`src/rtl/hazard_scoreboard_unit.sv`:
```
// RAW-hazard unit: EX operand forwarding select, load scoreboard with load-use stall,
// and a stall watchdog. Optional perf counters under `ifdef HAZARD_PERF_CNT_EN.
module hazard_scoreboard_unit #(
  parameter int REGW    = 5,
  parameter int NRS     = 2,
  parameter int NFWD    = 2,
  parameter int TIMEOUT = 64
) (
  input  logic                           clk_i,
  input  logic                           rst_ni,
  input  logic [NRS*REGW-1:0]            rs_d_i,
  input  logic [NRS*REGW-1:0]            rs_e_i,
  input  logic [NFWD*REGW-1:0]           rd_fwd_i,
  input  logic [NFWD-1:0]                we_fwd_i,
  input  logic                           ld_issue_i,
  input  logic [REGW-1:0]                ld_rd_i,
  input  logic                           ld_done_i,
  input  logic [REGW-1:0]                ld_done_rd_i,
  output logic [NRS*$clog2(NFWD+1)-1:0]  fwd_sel_o,
  output logic                           stall_o,
  output logic                           sb_busy_o,
`ifdef HAZARD_PERF_CNT_EN
  output logic [31:0]                    perf_stall_o,
  output logic [31:0]                    perf_fwd_o,
`endif
  output logic                           err_o
);

  localparam int SW   = $clog2(NFWD + 1);
  localparam int CW   = $clog2(TIMEOUT + 1);
  localparam int NREG = 2 ** REGW;
  localparam logic [CW-1:0] TO_C = CW'(TIMEOUT);

  typedef enum logic {RUN, STALL} state_e;

  state_e          state_q;
  logic [CW-1:0]   cnt_q;
  logic            err_q;
  logic [NREG-1:0] sb_q, sb_d;
  logic            sb_busy_q;
  logic            stall;
  logic [REGW-1:0] rs_dec;
  logic [REGW-1:0] rs_ex;
  logic [SW-1:0]   sel;

  // Descending scan so the lowest-index (youngest) matching source wins.
  always_comb begin
    fwd_sel_o = '0;
    rs_ex     = '0;
    sel       = '0;
    for (int j = 0; j < NRS; j++) begin
      rs_ex = rs_e_i[j*REGW +: REGW];
      sel   = '0;
      for (int k = NFWD - 1; k >= 0; k--) begin
        if (we_fwd_i[k] && (rd_fwd_i[k*REGW +: REGW] == rs_ex) && (rs_ex != '0))
          sel = SW'(k + 1);
      end
      fwd_sel_o[j*SW +: SW] = sel;
    end
  end

  // A load returning this cycle bypasses its own scoreboard bit.
  always_comb begin
    stall  = 1'b0;
    rs_dec = '0;
    for (int j = 0; j < NRS; j++) begin
      rs_dec = rs_d_i[j*REGW +: REGW];
      if (rs_dec != '0) begin
        if (sb_q[rs_dec] && !(ld_done_i && (ld_done_rd_i == rs_dec)))
          stall = 1'b1;
        if (ld_issue_i && (ld_rd_i == rs_dec))
          stall = 1'b1;
      end
    end
  end

  always_comb begin
    sb_d = sb_q;
    if (ld_done_i)
      sb_d[ld_done_rd_i] = 1'b0;
    if (ld_issue_i && (ld_rd_i != '0))
      sb_d[ld_rd_i] = 1'b1;
  end

  always_ff @(posedge clk_i or negedge rst_ni) begin
    if (!rst_ni) begin
      state_q   <= RUN;
      cnt_q     <= '0;
      err_q     <= 1'b0;
      sb_q      <= '0;
      sb_busy_q <= 1'b0;
    end else begin
      sb_q      <= sb_d;
      sb_busy_q <= |sb_d;
      case (state_q)
        RUN: begin
          if (stall) begin
            state_q <= STALL;
            cnt_q   <= CW'(1);
          end
        end
        STALL: begin
          if (stall) begin
            if (cnt_q != TO_C)
              cnt_q <= cnt_q + CW'(1);
            if (cnt_q >= TO_C - CW'(1))
              err_q <= 1'b1;
          end else begin
            state_q <= RUN;
            cnt_q   <= '0;
          end
        end
        default: begin
          state_q <= RUN;
          cnt_q   <= '0;
        end
      endcase
    end
  end

  assign stall_o   = stall;
  assign sb_busy_o = sb_busy_q;
  assign err_o     = err_q;

`ifdef HAZARD_PERF_CNT_EN
  logic [31:0] perf_stall_q, perf_fwd_q;

  always_ff @(posedge clk_i or negedge rst_ni) begin
    if (!rst_ni) begin
      perf_stall_q <= '0;
      perf_fwd_q   <= '0;
    end else begin
      if (stall)
        perf_stall_q <= perf_stall_q + 32'd1;
      if (|fwd_sel_o)
        perf_fwd_q <= perf_fwd_q + 32'd1;
    end
  end

  assign perf_stall_o = perf_stall_q;
  assign perf_fwd_o   = perf_fwd_q;
`endif

endmodule

```
`config.mk`:
```
export PLATFORM = sky130hd
export DESIGN_NAME = hazard_scoreboard_unit
export DESIGN_NICKNAME = d
export VERILOG_FILES = /design/src/rtl/hazard_scoreboard_unit.sv
export SDC_FILE = /design/constraint.sdc
export NUM_CORES = 1
export LEC_CHECK = 0
export CORE_UTILIZATION = 25
export CTS_CLUSTER_DIAMETER = 150
export DETAILED_ROUTE_END_ITERATION = 8
export SYNTH_ARGS = -nofsm -noshare
export SYNTH_HDL_FRONTEND = slang
export SYNTH_SLANG_ARGS = --single-unit
```
`constraint.sdc`:
```
create_clock -name clk_i -period 3.63 [get_ports clk_i]
set_input_delay 0.726 -clock clk_i [delete_from_list [all_inputs] [get_ports clk_i]]
set_output_delay 0.726 -clock clk_i [all_outputs]
set_load 0.01 [all_outputs]
```
---- Yosys cells after proc, flatten, opt, wreduce, memory -nomap -nowiden ----
Index checks and enable logic that the tools add are counted.
operators by class
  muxes and demuxes ....................... 25
  bitwise logic cells ..................... 4
  eq/ne operators ......................... 11
  reductions and logical operators ........ 27
  add/subtract/negate cells ............... 1
  order comparisons ....................... 7
operators with widths
  operator                                                            count
  two-way mux 32 bit                                                  2
  equality test 5 bit                                                 8
  bitwise AND 32 bit                                                  1
  NOT 32 bit                                                          1
  bitwise OR 32 bit                                                   1
  OR reduction 32 bit                                                 1
  nonzero test 5 bit                                                  5
  < comparator 5 x 6 -> 1 bit (second input constant)                 4
  two-way mux 7 bit                                                   3
  logical AND 1 bit                                                   17
  case mux 7 bit (2 select lines)                                     1
  two-way mux 1 bit                                                   11
  binary-select mux 1 bit (select 5 bit)                              2
  demux 1 bit (select 5 bit)                                          2
  greater-or-equal comparator 5 x 1 -> 1 bit (second input constant)  2
  two-way mux 2 bit                                                   4
  adder 7 x 1 -> 7 bit (second input constant)                        1
  greater-or-equal comparator 7 x 6 -> 1 bit (second input constant)  1
  inequality test 7 bit (second input constant)                       1
  inequality test 3 x 2 -> 1 bit (second input constant)              1
  AND reduction 3 bit                                                 1
  logical NOT 1 bit                                                   2
  inequality test 2 bit (second input constant)                       1
  AND reduction 2 bit                                                 1
  NOT 1 bit                                                           1
word-level totals
  register bits ........................... 42
  bits of input ports ..................... 46
  output and inout port bits .............. 7

---- Logic depth before layout (Yosys ltp) ----
Gate-level depths: netlist (run 1).
  depth in word-level cells ............... 12
  mapped depth ............................ 9
  gate-level depth less buffers ........... 7

---- Worst setup path after synthesis (run 1) ----
OpenSTA, ideal clock, no wires.
  path kind ............................... input-to-output
  start ................................... input rs_d_i[0]
  end ..................................... output stall_o
  path buffers ............................ 2
  path slack .............................. 0.581 ns
  stages .................................. 6
  data required time ...................... 2.904 ns
  arrival ................................. 2.323 ns
  cell sequence ........................... buf_6 -> mux4_1 -> mux4_2 -> mux2i_1 -> o211ai_2 -> buf_6
on the way
  longest elaborated chain between the ends .. 10
  elaborated cells between the ends (all ways) .. 15
  those cells by class .................... 2 x eq/ne; 8 x mux; 5 x reduce/logical
ends and longest elaborated chain
  item                                                                                            line  RTL
  start: declaration                                                                              11    input logic [NRS*REGW-1:0] rs_d_i,
  parallel branches: the longest is 6 deep, another holds binary-select mux 1 bit (select 5 bit)  --
  two-way mux 1 bit *                                                                             68    if (rs_dec != '0) begin
  two-way mux 1 bit                                                                               69    if (sb_q[rs_dec] && !(ld_done_i && (ld_done_rd_i == rs_dec)))
  two-way mux 1 bit                                                                               71    if (ld_issue_i && (ld_rd_i == rs_dec))
  two-way mux 1 bit *                                                                             68
  end: declaration                                                                                20    output logic stall_o,
Every way passes the cells marked *. The select of a mux whose other input is x is not followed.

---- Final worst setup path (run 1) ----
Same ends and word-level chain as after synthesis.

==> flow_metrics.env, run 1 <==
export IMPL_first_pass_iters=7
export IMPL_status="complete, but fails checks"
export IMPL_min_path_type="register to register"
export IMPL_drc=6
export IMPL_violations="design-rule violations"
export IMPL_crit_chain="clkdlybuf4s50_1 -> buf_6 -> mux4_1 -> mux4_2 -> mux2i_1 -> o211ai_2 -> buf_2"
export IMPL_placed_cell_area_um2=3850
export IMPL_fin_skew_ns=0.00328
export IMPL_root_buffer="clkbuf_16"
export IMPL_synth_compound_area_share_pct=15.7
export IMPL_slew_headroom_pct=35.5
export IMPL_synth_seq_cells=42
export IMPL_place_congestion=0.859
export IMPL_synth_top_family_by_area="simple AND/OR/NAND/NOR gates"
export IMPL_synthSimpleGateAreaFrac_pct=18.5
export IMPL_nNetsFinal=429
export IMPL_slew_violations=0
export IMPL_overflow=0
export IMPL_multi_input_area_um2=1870
export IMPL_finalWorstPathRequiredPeriod_ns=3.54
export IMPL_clock_path_buffers=2
export IMPL_cts_buffers_inserted=5
export IMPL_path_class="input pin to output pin"
export IMPL_irDropWorstVdd_mv=0.200
export IMPL_leakagePower_nw=1.50
export IMPL_antenna_found_initial=0
export IMPL_fin_crit_sh_pct=97.4
export IMPL_num_antenna_cells=0
export IMPL_utilization_pct=34.4
export IMPL_max_freq_mhz=283
export IMPL_rows=39
export IMPL_yosys_area_share_adder_pct=0.826
export IMPL_vias=2868
export IMPL_clkSlewWorstSetupHoldPaths_ns=0.06
export IMPL_grt_pass1_wl_mm=15.0
export IMPL_grt_pass1_vias=2794
export IMPL_cts_tree="built"
export IMPL_fillers=1170
export IMPL_coreArea_um2=11600
export IMPL_async_flop_share_pct=100
export IMPL_crit_buf_inv=3
export IMPL_yosys_warnings=0
export IMPL_synth_seq_area_share_pct=34.7
export IMPL_clock_sinks=42
export IMPL_tns_ns=0
export IMPL_ant_nets=0
export IMPL_hold_viol=0
export IMPL_tightest_slew_ns=0.967
export IMPL_syn_to_final_growth_pct=32.0
export IMPL_worst_setup_path_start_kind="input pin"
export IMPL_seq_area_um2=1050
export IMPL_cp_slowest_cell="mux4_1"
export IMPL_cp_required_ns=2.90
export IMPL_drt_initial_drc_count=279
export IMPL_crit_family="multiplexers"
export IMPL_cp_startpoint="rs_d_i[0]"
export IMPL_grt_usage_pct=15.2
export IMPL_vias_per_cell=5.46
export IMPL_dp_cells=516
export IMPL_maxCapViolCount=0
export IMPL_clk_latency_ns=0.28
export IMPL_final_instance_count_excl_fill=525
export IMPL_setup_ws_ns=0.0930
export IMPL_start_util_pct=26.1
export IMPL_synth_xor_area_share_pct=12.1
export IMPL_wire_per_inst_um=17.8
export IMPL_hpwlAfterDp_mm=7.12
export IMPL_die_h_um=112
export IMPL_wl_mm=9.36
export IMPL_syn_cell_area_um2=3030
export IMPL_pre_cts_ws_ns=-0.310
export IMPL_fin_hold_ws_ns=0.475
export IMPL_synth_cell_types=38
export IMPL_critPathCaptureType="output pin"
export IMPL_io_buffer_count=52
export IMPL_rsz0062_at_grt="no"
export IMPL_synth_edf_count=0
export IMPL_die_w_um=112
export IMPL_layout_drive_gt1_share_pct=16.8
export IMPL_postSynthAreaPerCell_um2=9.68
export IMPL_setup_viol=0
export IMPL_die_area_um2=12600
export IMPL_synth_nets=361
export IMPL_rr_startpoint="sb_q[5]"
export IMPL_synth_ff_type="dfrtp_1"
export IMPL_io_pins=53
export IMPL_htree_levels=2
export IMPL_path_max_fanout=5
export IMPL_p_per_area_nw_per_um2=411
export IMPL_critical_path_max_stage_delay_ns=0.54
export IMPL_grt_max_degree=43
export IMPL_min_from="err_o"
export IMPL_fin_area_um2=4000
export IMPL_muxShareOfSynthArea_pct=14.7
export IMPL_synthCells=313
export IMPL_p_total_mw=1.64
export IMPL_cp_data_arrival_time_ns=2.81
-- report_power, final --
group	internal, mW	total, mW	leakage (nW)	switching, mW
clock	0.273	0.448	0.0739	0.176
combinational	0.272	0.526	0.905	0.254
sequential	0.567	0.668	0.522	0.100
-- registers in the layout, indices dropped and copies added, names as in the netlist --
| signal | count |
|---|---|
| sb_q | 32 |
| state_q | 1 |
| err_o | 1 |
| cnt_q | 7 |
| sb_busy_o | 1 |
-- worst paths after layout --
kind / end / slack [ns] / cells after the start
setup / recovery: stall_o / 0.09 / 7
hold / removal: err_o / 0.48 / 1
hold reg to reg: err_o / 0.48 / 1
setup reg to reg: cnt_q[0] / 1.29 / 8
max in group asynchronous: sb_q[10] / 2.43 / 1
min in group asynchronous: cnt_q[1] / 0.59 / 1
-- timing repair --
item,CTS,global route
endpoints found under the setup margin,1,1
resized for setup,6,1
buffers inserted,1,0
pin swaps,1,1
hold buffers,0,0
-- layer usage --
metal,vias to the layer above,routed length (µm),global-route usage (%)
li1,1314,-,-
met3,17,741,3.78
met5,-,0,0
met4,0,172,4.36
met1,1406,4160,20.5
met2,131,4280,24.2
-- layout make-up --
type | instances | area share [%]
flip-flops and latches | 42 | 26.3
clock buffers | 7 | 3.57
multi-input cells | 248 | 46.7
inverters | 4 | 0.375
clock inverters | 1 | 0.125
well taps | 143 | 4.47
repair buffers | 80 | 18.5
-- synth_stat cells (all sizes together) (4+ instances only) --
library cell	count	share of area [%]
xnor2	27	7.8
o21ai	75	13
nand2b	5	1.0
or3b	6	1.7
nand2	14	1.7
dfrtp	42	35
nand4	9	1.9
nor2	8	0.99
clkbuf	12	1.5
inv	4	0.50
nand3b	11	2.7
xor2	15	4.3
nand3	9	1.5
buf	7	1.6
and3	5	1.0
mux4	17	13
mux2i	5	1.7
nor4	17	3.5
-- cell usage in the layout, fill, tap and decap left out, drive strengths merged, types with 3 or more instances in the layout --
master,count
nor2,8
a21oi,3
inv,4
or2,3
or3b,6
buf,30
nor4,17
mux4,17
xor2,15
nand4,9
and3,5
nand2b,5
clkbuf,7
mux2i,5
nand3b,11
xnor2,27
clkdlybuf4s50,49
nand3,9
dfrtp,42
nand2,14
o21ai,75
-- logic make-up (layout without fill, tap and decap cells) --
family | count (synthesis) | count (layout)
compound gates | 87 | 87
buf+inv | 23 | 92
fa+ha+maj | 2 | 2
flops | 42 | 42
xor+xnor | 42 | 42
mux | 22 | 22
simple gates | 95 | 95
No activity file was read; power rests on OpenSTA's default activity.
==> run 2: changes to the inputs <==
CORE_UTILIZATION = 45   (was 25)
PLACE_DENSITY = 0.72   (was unset)
clock period = 3.2 ns   (was 3.63 ns; I/O delays follow)
==> run 2 against run 1 <==
Net effect:
- the run still ends with design-rule violations left
- critical path depth decreased by 1
- die area shrank 44%
- wire length shrank 5.0%
- highest routed layer unchanged
- combinational power is 15% higher
- clock power is 21% lower
- sequential power increased by 14%
- largest power group unchanged
- core utilization grew 27 points
- first-iteration DRC count down 8.2%
- sequential cell count is the same
- worst hold slack lost 0.0071 ns
- non-clock buffer count increased by 12
- global-route usage up 11 points
==> flow_metrics.env, run 2 (synthesis gave the netlist of run 1 again) <==
export IMPL_status="complete, but fails checks"
export IMPL_violations="design-rule violations"
export IMPL_drc=10
export IMPL_path_max_fanout=2
export IMPL_clock_path_buffers=2
export IMPL_p_total_mw=1.72
export IMPL_dp_cells=463
export IMPL_wl_mm=8.89
export IMPL_start_util_pct=47.2
export IMPL_grt_pass1_wl_mm=14.5
export IMPL_slew_violations=0
export IMPL_clkSlewWorstSetupHoldPaths_ns=0.08
export IMPL_antenna_found_initial=0
export IMPL_slew_headroom_pct=39.7
export IMPL_layout_drive_gt1_share_pct=20.6
export IMPL_cp_startpoint="rs_e_i[6]"
export IMPL_die_h_um=84.0
export IMPL_rows=29
export IMPL_finalWorstPathRequiredPeriod_ns=3.14
export IMPL_critPathCaptureType="output pin"
export IMPL_crit_chain="clkdlybuf4s50_1 -> or4_1 -> nor2_1 -> nor4_2 -> buf_4 -> clkdlybuf4s50_1"
export IMPL_tightest_slew_ns=0.905
export IMPL_leakagePower_nw=1.53
export IMPL_largest_register_ffs=32
export IMPL_cp_slowest_cell="or4_1"
export IMPL_grt_usage_pct=26.3
export IMPL_die_area_um2=7060
export IMPL_root_buffer="clkbuf_8"
export IMPL_max_freq_mhz=318
export IMPL_p_per_area_nw_per_um2=433
export IMPL_vias=2934
export IMPL_cts_setup_buffers=0
export IMPL_htree_levels=2
export IMPL_io_buffer_count=52
export IMPL_fin_area_um2=3970
export IMPL_maxCapViolCount=0
export IMPL_ctsHoldBuffers=0
export IMPL_rsz0062_at_grt="yes"
export IMPL_hpwlAfterDp_mm=6.91
export IMPL_cp_data_arrival_time_ns=2.50
export IMPL_syn_to_final_growth_pct=31.1
export IMPL_clock_sinks=42
export IMPL_grt_pass1_vias=2916
export IMPL_setup_ws_ns=0.0559
export IMPL_ff2ff_setup_slack_ns=0.98
export IMPL_clk_latency_ns=0.29
export IMPL_final_instance_count_excl_fill=471
export IMPL_top_regs="sb_q x32, cnt_q x7"
export IMPL_min_path_type="input pin to asynchronous set/reset pin"
export IMPL_place_congestion=0.952
export IMPL_first_pass_iters=7
export IMPL_irDropWorstVdd_mv=0.305
export IMPL_rr_startpoint="sb_q[9]"
export IMPL_die_w_um=84.0
export IMPL_drt_initial_drc_count=256
export IMPL_hold_viol=0
export IMPL_fin_crit_sh_pct=98.3
export IMPL_setup_viol=0
export IMPL_grt_max_degree=43
export IMPL_overflow=0
export IMPL_wire_per_inst_um=18.9
export IMPL_num_antenna_cells=0
export IMPL_ant_nets=0
export IMPL_path_class="input pin to output pin"
export IMPL_vias_per_cell=6.23
export IMPL_cts_tree="built"
export IMPL_fin_skew_ns=0.00179
export IMPL_final_common_cell="o21ai_0"
export IMPL_crit_buf_inv=3
export IMPL_nNetsFinal=441
export IMPL_final_cell_mix="o21ai_0, clkdlybuf4s50_1, dfrtp_1"
export IMPL_placed_cell_area_um2=3860
export IMPL_path_common_cell="clkdlybuf4s50_1"
export IMPL_cp_required_ns=2.56
export IMPL_coreArea_um2=6420
export IMPL_cts_buffers_inserted=5
export IMPL_crit_family="buffers and inverters"
export IMPL_worst_setup_path_start_kind="input pin"
export IMPL_critical_path_max_stage_delay_ns=0.55
export IMPL_pre_cts_ws_ns=-0.590
export IMPL_io_pins=53
export IMPL_top_register="sb_q"
## run 2: worst reg2reg max path: stages, from the launching register on
cell and delay, ns:
dfrtp_1 0.42, mux4_1 0.50, mux4_2 0.46, mux2i_1 0.16, o211ai_2 0.13, buf_4 0.23
a21oi_1 0.14, a21oi_1 0.05
## run 2: per-layer routing
layer / GRT usage (%) / vias up / wire length [µm]
met1: 35.5 / 1401 / 3670
met5: 0 / - / 0
met3: 6.82 / 31 / 797
met2: 40.2 / 170 / 4120
li1: - / 1332 / -
met4: 11.0 / 0 / 311
## run 2: metrics by stage
step	hold slack [ns]	utilization [%]	TNS [ns]
finish	0.468	61.8	0
global route	0.497	61.8	-0.0154
CTS	0.487	61.4	0
detailed placement	0.469	60.1	-0.886
global placement	0.463	60.1	-0.887
floorplan	0.344	-	0
## run 2: where the power goes
| part | switching, mW | total [mW] | leakage, nW | internal (mW) |
|---|---|---|---|---|
| combinational | 0.290 | 0.603 | 0.962 | 0.313 |
| sequential | 0.118 | 0.760 | 0.522 | 0.642 |
| clock | 0.181 | 0.355 | 0.0482 | 0.174 |
## run 2: layout make-up
type                    instances  area [µm²]
clock buffers                   7        86.3
clock inverters                 1        5.00
fillers                       525        2450
inverters                       4        15.0
multi-input cells             248        1900
flip-flops and latches         42        1050
well taps                      77        96.3
repair buffers                 92         820
## run 2: path summary, 6_finish.rpt
| kind | endpoint | cells past startpoint |
|---|---|---|
| setup / recovery | fwd_sel_o[2] | 6 |
| max in group asynchronous | sb_q[24] | 1 |
| setup reg to reg | cnt_q[0] | 7 |
| min in group clk_i | err_o | 1 |
| hold / removal | sb_q[10] | 1 |
| hold reg to reg | err_o | 1 |
## run 2: timing repair
| action | 4_1_cts | 5_1_grt |
|---|---|---|
| endpoints found under the setup margin | 3 | 4 |
| gates cloned | 0 | 0 |
| resized for setup | 8 | 8 |
| endpoints found under the hold margin | 0 | 0 |
==> run 3: changes to the inputs <==
CORE_MARGIN = 10   (was unset)
==> run 3 against run 2 <==
Net effect:
- the run now ends clean
- clock skew increased by 0.0049 ns
- register-to-register slack improved by 0.02 ns
- sequential power about the same
- via count decreased by 1.4%
- core utilization decreased by 0.52 points
- critical path depth unchanged
- global-route usage decreased by 8.9 points
- sequential cell count unchanged
- non-clock buffer count decreased by 1
- critical endpoint unchanged
- highest routed layer unchanged
==> flow_metrics.env, run 3 (synthesis gave the netlist of run 1 again) <==
export IMPL_grt_max_degree=43
export IMPL_slew_violations=0
export IMPL_finalWorstPathRequiredPeriod_ns=3.13
export IMPL_root_buffer="clkbuf_8"
export IMPL_wire_per_inst_um=19.1
export IMPL_die_h_um=102
export IMPL_seq_area_um2=1050
export IMPL_fin_crit_sh_pct=97.7
export IMPL_grt_usage_pct=17.4
export IMPL_die_area_um2=10400
export IMPL_syn_to_final_growth_pct=30.7
export IMPL_hpwlAfterDp_mm=7.02
export IMPL_wl_mm=8.95
export IMPL_layout_drive_gt1_share_pct=20.4
export IMPL_p_per_area_nw_per_um2=421
export IMPL_grt_pass1_wl_mm=14.7
export IMPL_vias=2893
export IMPL_ant_nets=0
export IMPL_fillers=545
export IMPL_nNetsFinal=440
export IMPL_grt_pass1_vias=2955
export IMPL_placed_cell_area_um2=3850
export IMPL_place_congestion=0.949
export IMPL_cp_startpoint="rs_e_i[7]"
export IMPL_top_register="sb_q"
export IMPL_htree_levels=2
export IMPL_critPathCaptureType="output pin"
export IMPL_vias_per_cell=6.17
export IMPL_fin_area_um2=3960
export IMPL_cp_data_arrival_time_ns=2.49
export IMPL_final_cell_mix="o21ai_0, clkdlybuf4s50_1, dfrtp_1"
export IMPL_io_pins=53
export IMPL_drc=0
export IMPL_clock_path_buffers=2
export IMPL_path_class="input pin to output pin"
export IMPL_cp_slowest_cell="or4_1"
export IMPL_path_max_fanout=2
export IMPL_worst_setup_path_start_kind="input pin"
export IMPL_critical_path_max_stage_delay_ns=0.53
export IMPL_top_regs="sb_q x32, cnt_q x7"
export IMPL_first_pass_iters=5
export IMPL_rr_startpoint="sb_q[3]"
export IMPL_multi_input_area_um2=1890
export IMPL_io_buffer_count=52
export IMPL_antenna_found_initial=0
export IMPL_tns_ns=0
export IMPL_clock_sinks=42
export IMPL_irDropWorstVdd_mv=0.226
export IMPL_maxCapViolCount=0
export IMPL_drt_initial_drc_count=227
export IMPL_slew_headroom_pct=40.3
export IMPL_cts_buffers_inserted=5
export IMPL_overflow=0
export IMPL_start_util_pct=46.9
export IMPL_path_common_cell="clkdlybuf4s50_1"
export IMPL_status="finished, final reports clean"
export IMPL_die_w_um=102
export IMPL_final_common_cell="o21ai_0"
export IMPL_tightest_slew_ns=0.896
export IMPL_cts_setup_buffers=0
export IMPL_clk_latency_ns=0.29
export IMPL_setup_viol=0
export IMPL_hold_viol=0
export IMPL_min_path_type="input pin to asynchronous set/reset pin"
export IMPL_fin_hold_ws_ns=0.476
export IMPL_largest_register_ffs=32
export IMPL_max_freq_mhz=320
export IMPL_num_antenna_cells=0
export IMPL_cp_required_ns=2.56
export IMPL_coreArea_um2=6460
export IMPL_rows=29
export IMPL_fin_skew_ns=0.00672
export IMPL_cts_tree="built"
export IMPL_leakagePower_nw=1.54
export IMPL_crit_chain="clkdlybuf4s50_1 -> or4_1 -> nor2_1 -> nor4_2 -> buf_4 -> clkdlybuf4s50_1"
export IMPL_clkSlewWorstSetupHoldPaths_ns=0.07
## run 3: final timing paths
path	endpoint	slack (ns)	depth (start not counted)
worst max-delay path	fwd_sel_o[2]	0.07	6
worst min-delay path	sb_busy_o	0.48	1
worst max register to register	cnt_q[0]	1.00	7
worst min register to register	err_o	0.50	1
max in group asynchronous	sb_q[0]	2.17	1
min in group clk_i	err_o	0.50	1
## run 3: final cells by class
| type | instances | share of cell area [%] |
|---|---|---|
| tap | 77 | 2.43 |
| inverter | 4 | 0.379 |
| sequential | 42 | 26.5 |
| clock buffer | 6 | 1.83 |
| timing repair buffer | 91 | 20.9 |
| multi-input combinational | 248 | 47.7 |
| clock inverter | 1 | 0.190 |
## run 3: critical path: cells and delay by family
kind | cells | cell delay, ns
AND/OR/NAND/NOR | 3 | 0.78
buffers and inverters | 3 | 1.07
## run 3: power by group
part           switching, mW  total [mW]  internal [mW]
combinational          0.282       0.595          0.313
clock                  0.163       0.312          0.149
sequential             0.116       0.759          0.643
## run 3: per-stage QoR
stage          std cells  util, %  worst slack (ns)  power, mW
2_1_floorplan        313        -             0.323       1.11
3_3_place_gp         462     59.7            -0.510       1.34
3_5_place_dp         462     59.7            -0.542       1.35
4_1_cts              469     60.7            0.0164       1.67
5_1_grt              469     61.3           -0.0135       1.78
6_report             469     61.3            0.0722       1.67
## run 3: timing repair
item,in CTS,in global routing
pin swaps,1,1
gates resized for setup,10,9
endpoints found under the setup margin,3,3
hold endpoints to repair,0,0
hold buffers,0,0
## run 3: per-layer routing
layer  wire, µm  GRT usage (%)  part of all wire, %
met1       3730           22.5                   42
met2       4240           27.5                   47
met3        778           4.18                  8.7
met4        199           7.16                  2.2
met5          0              0                    0
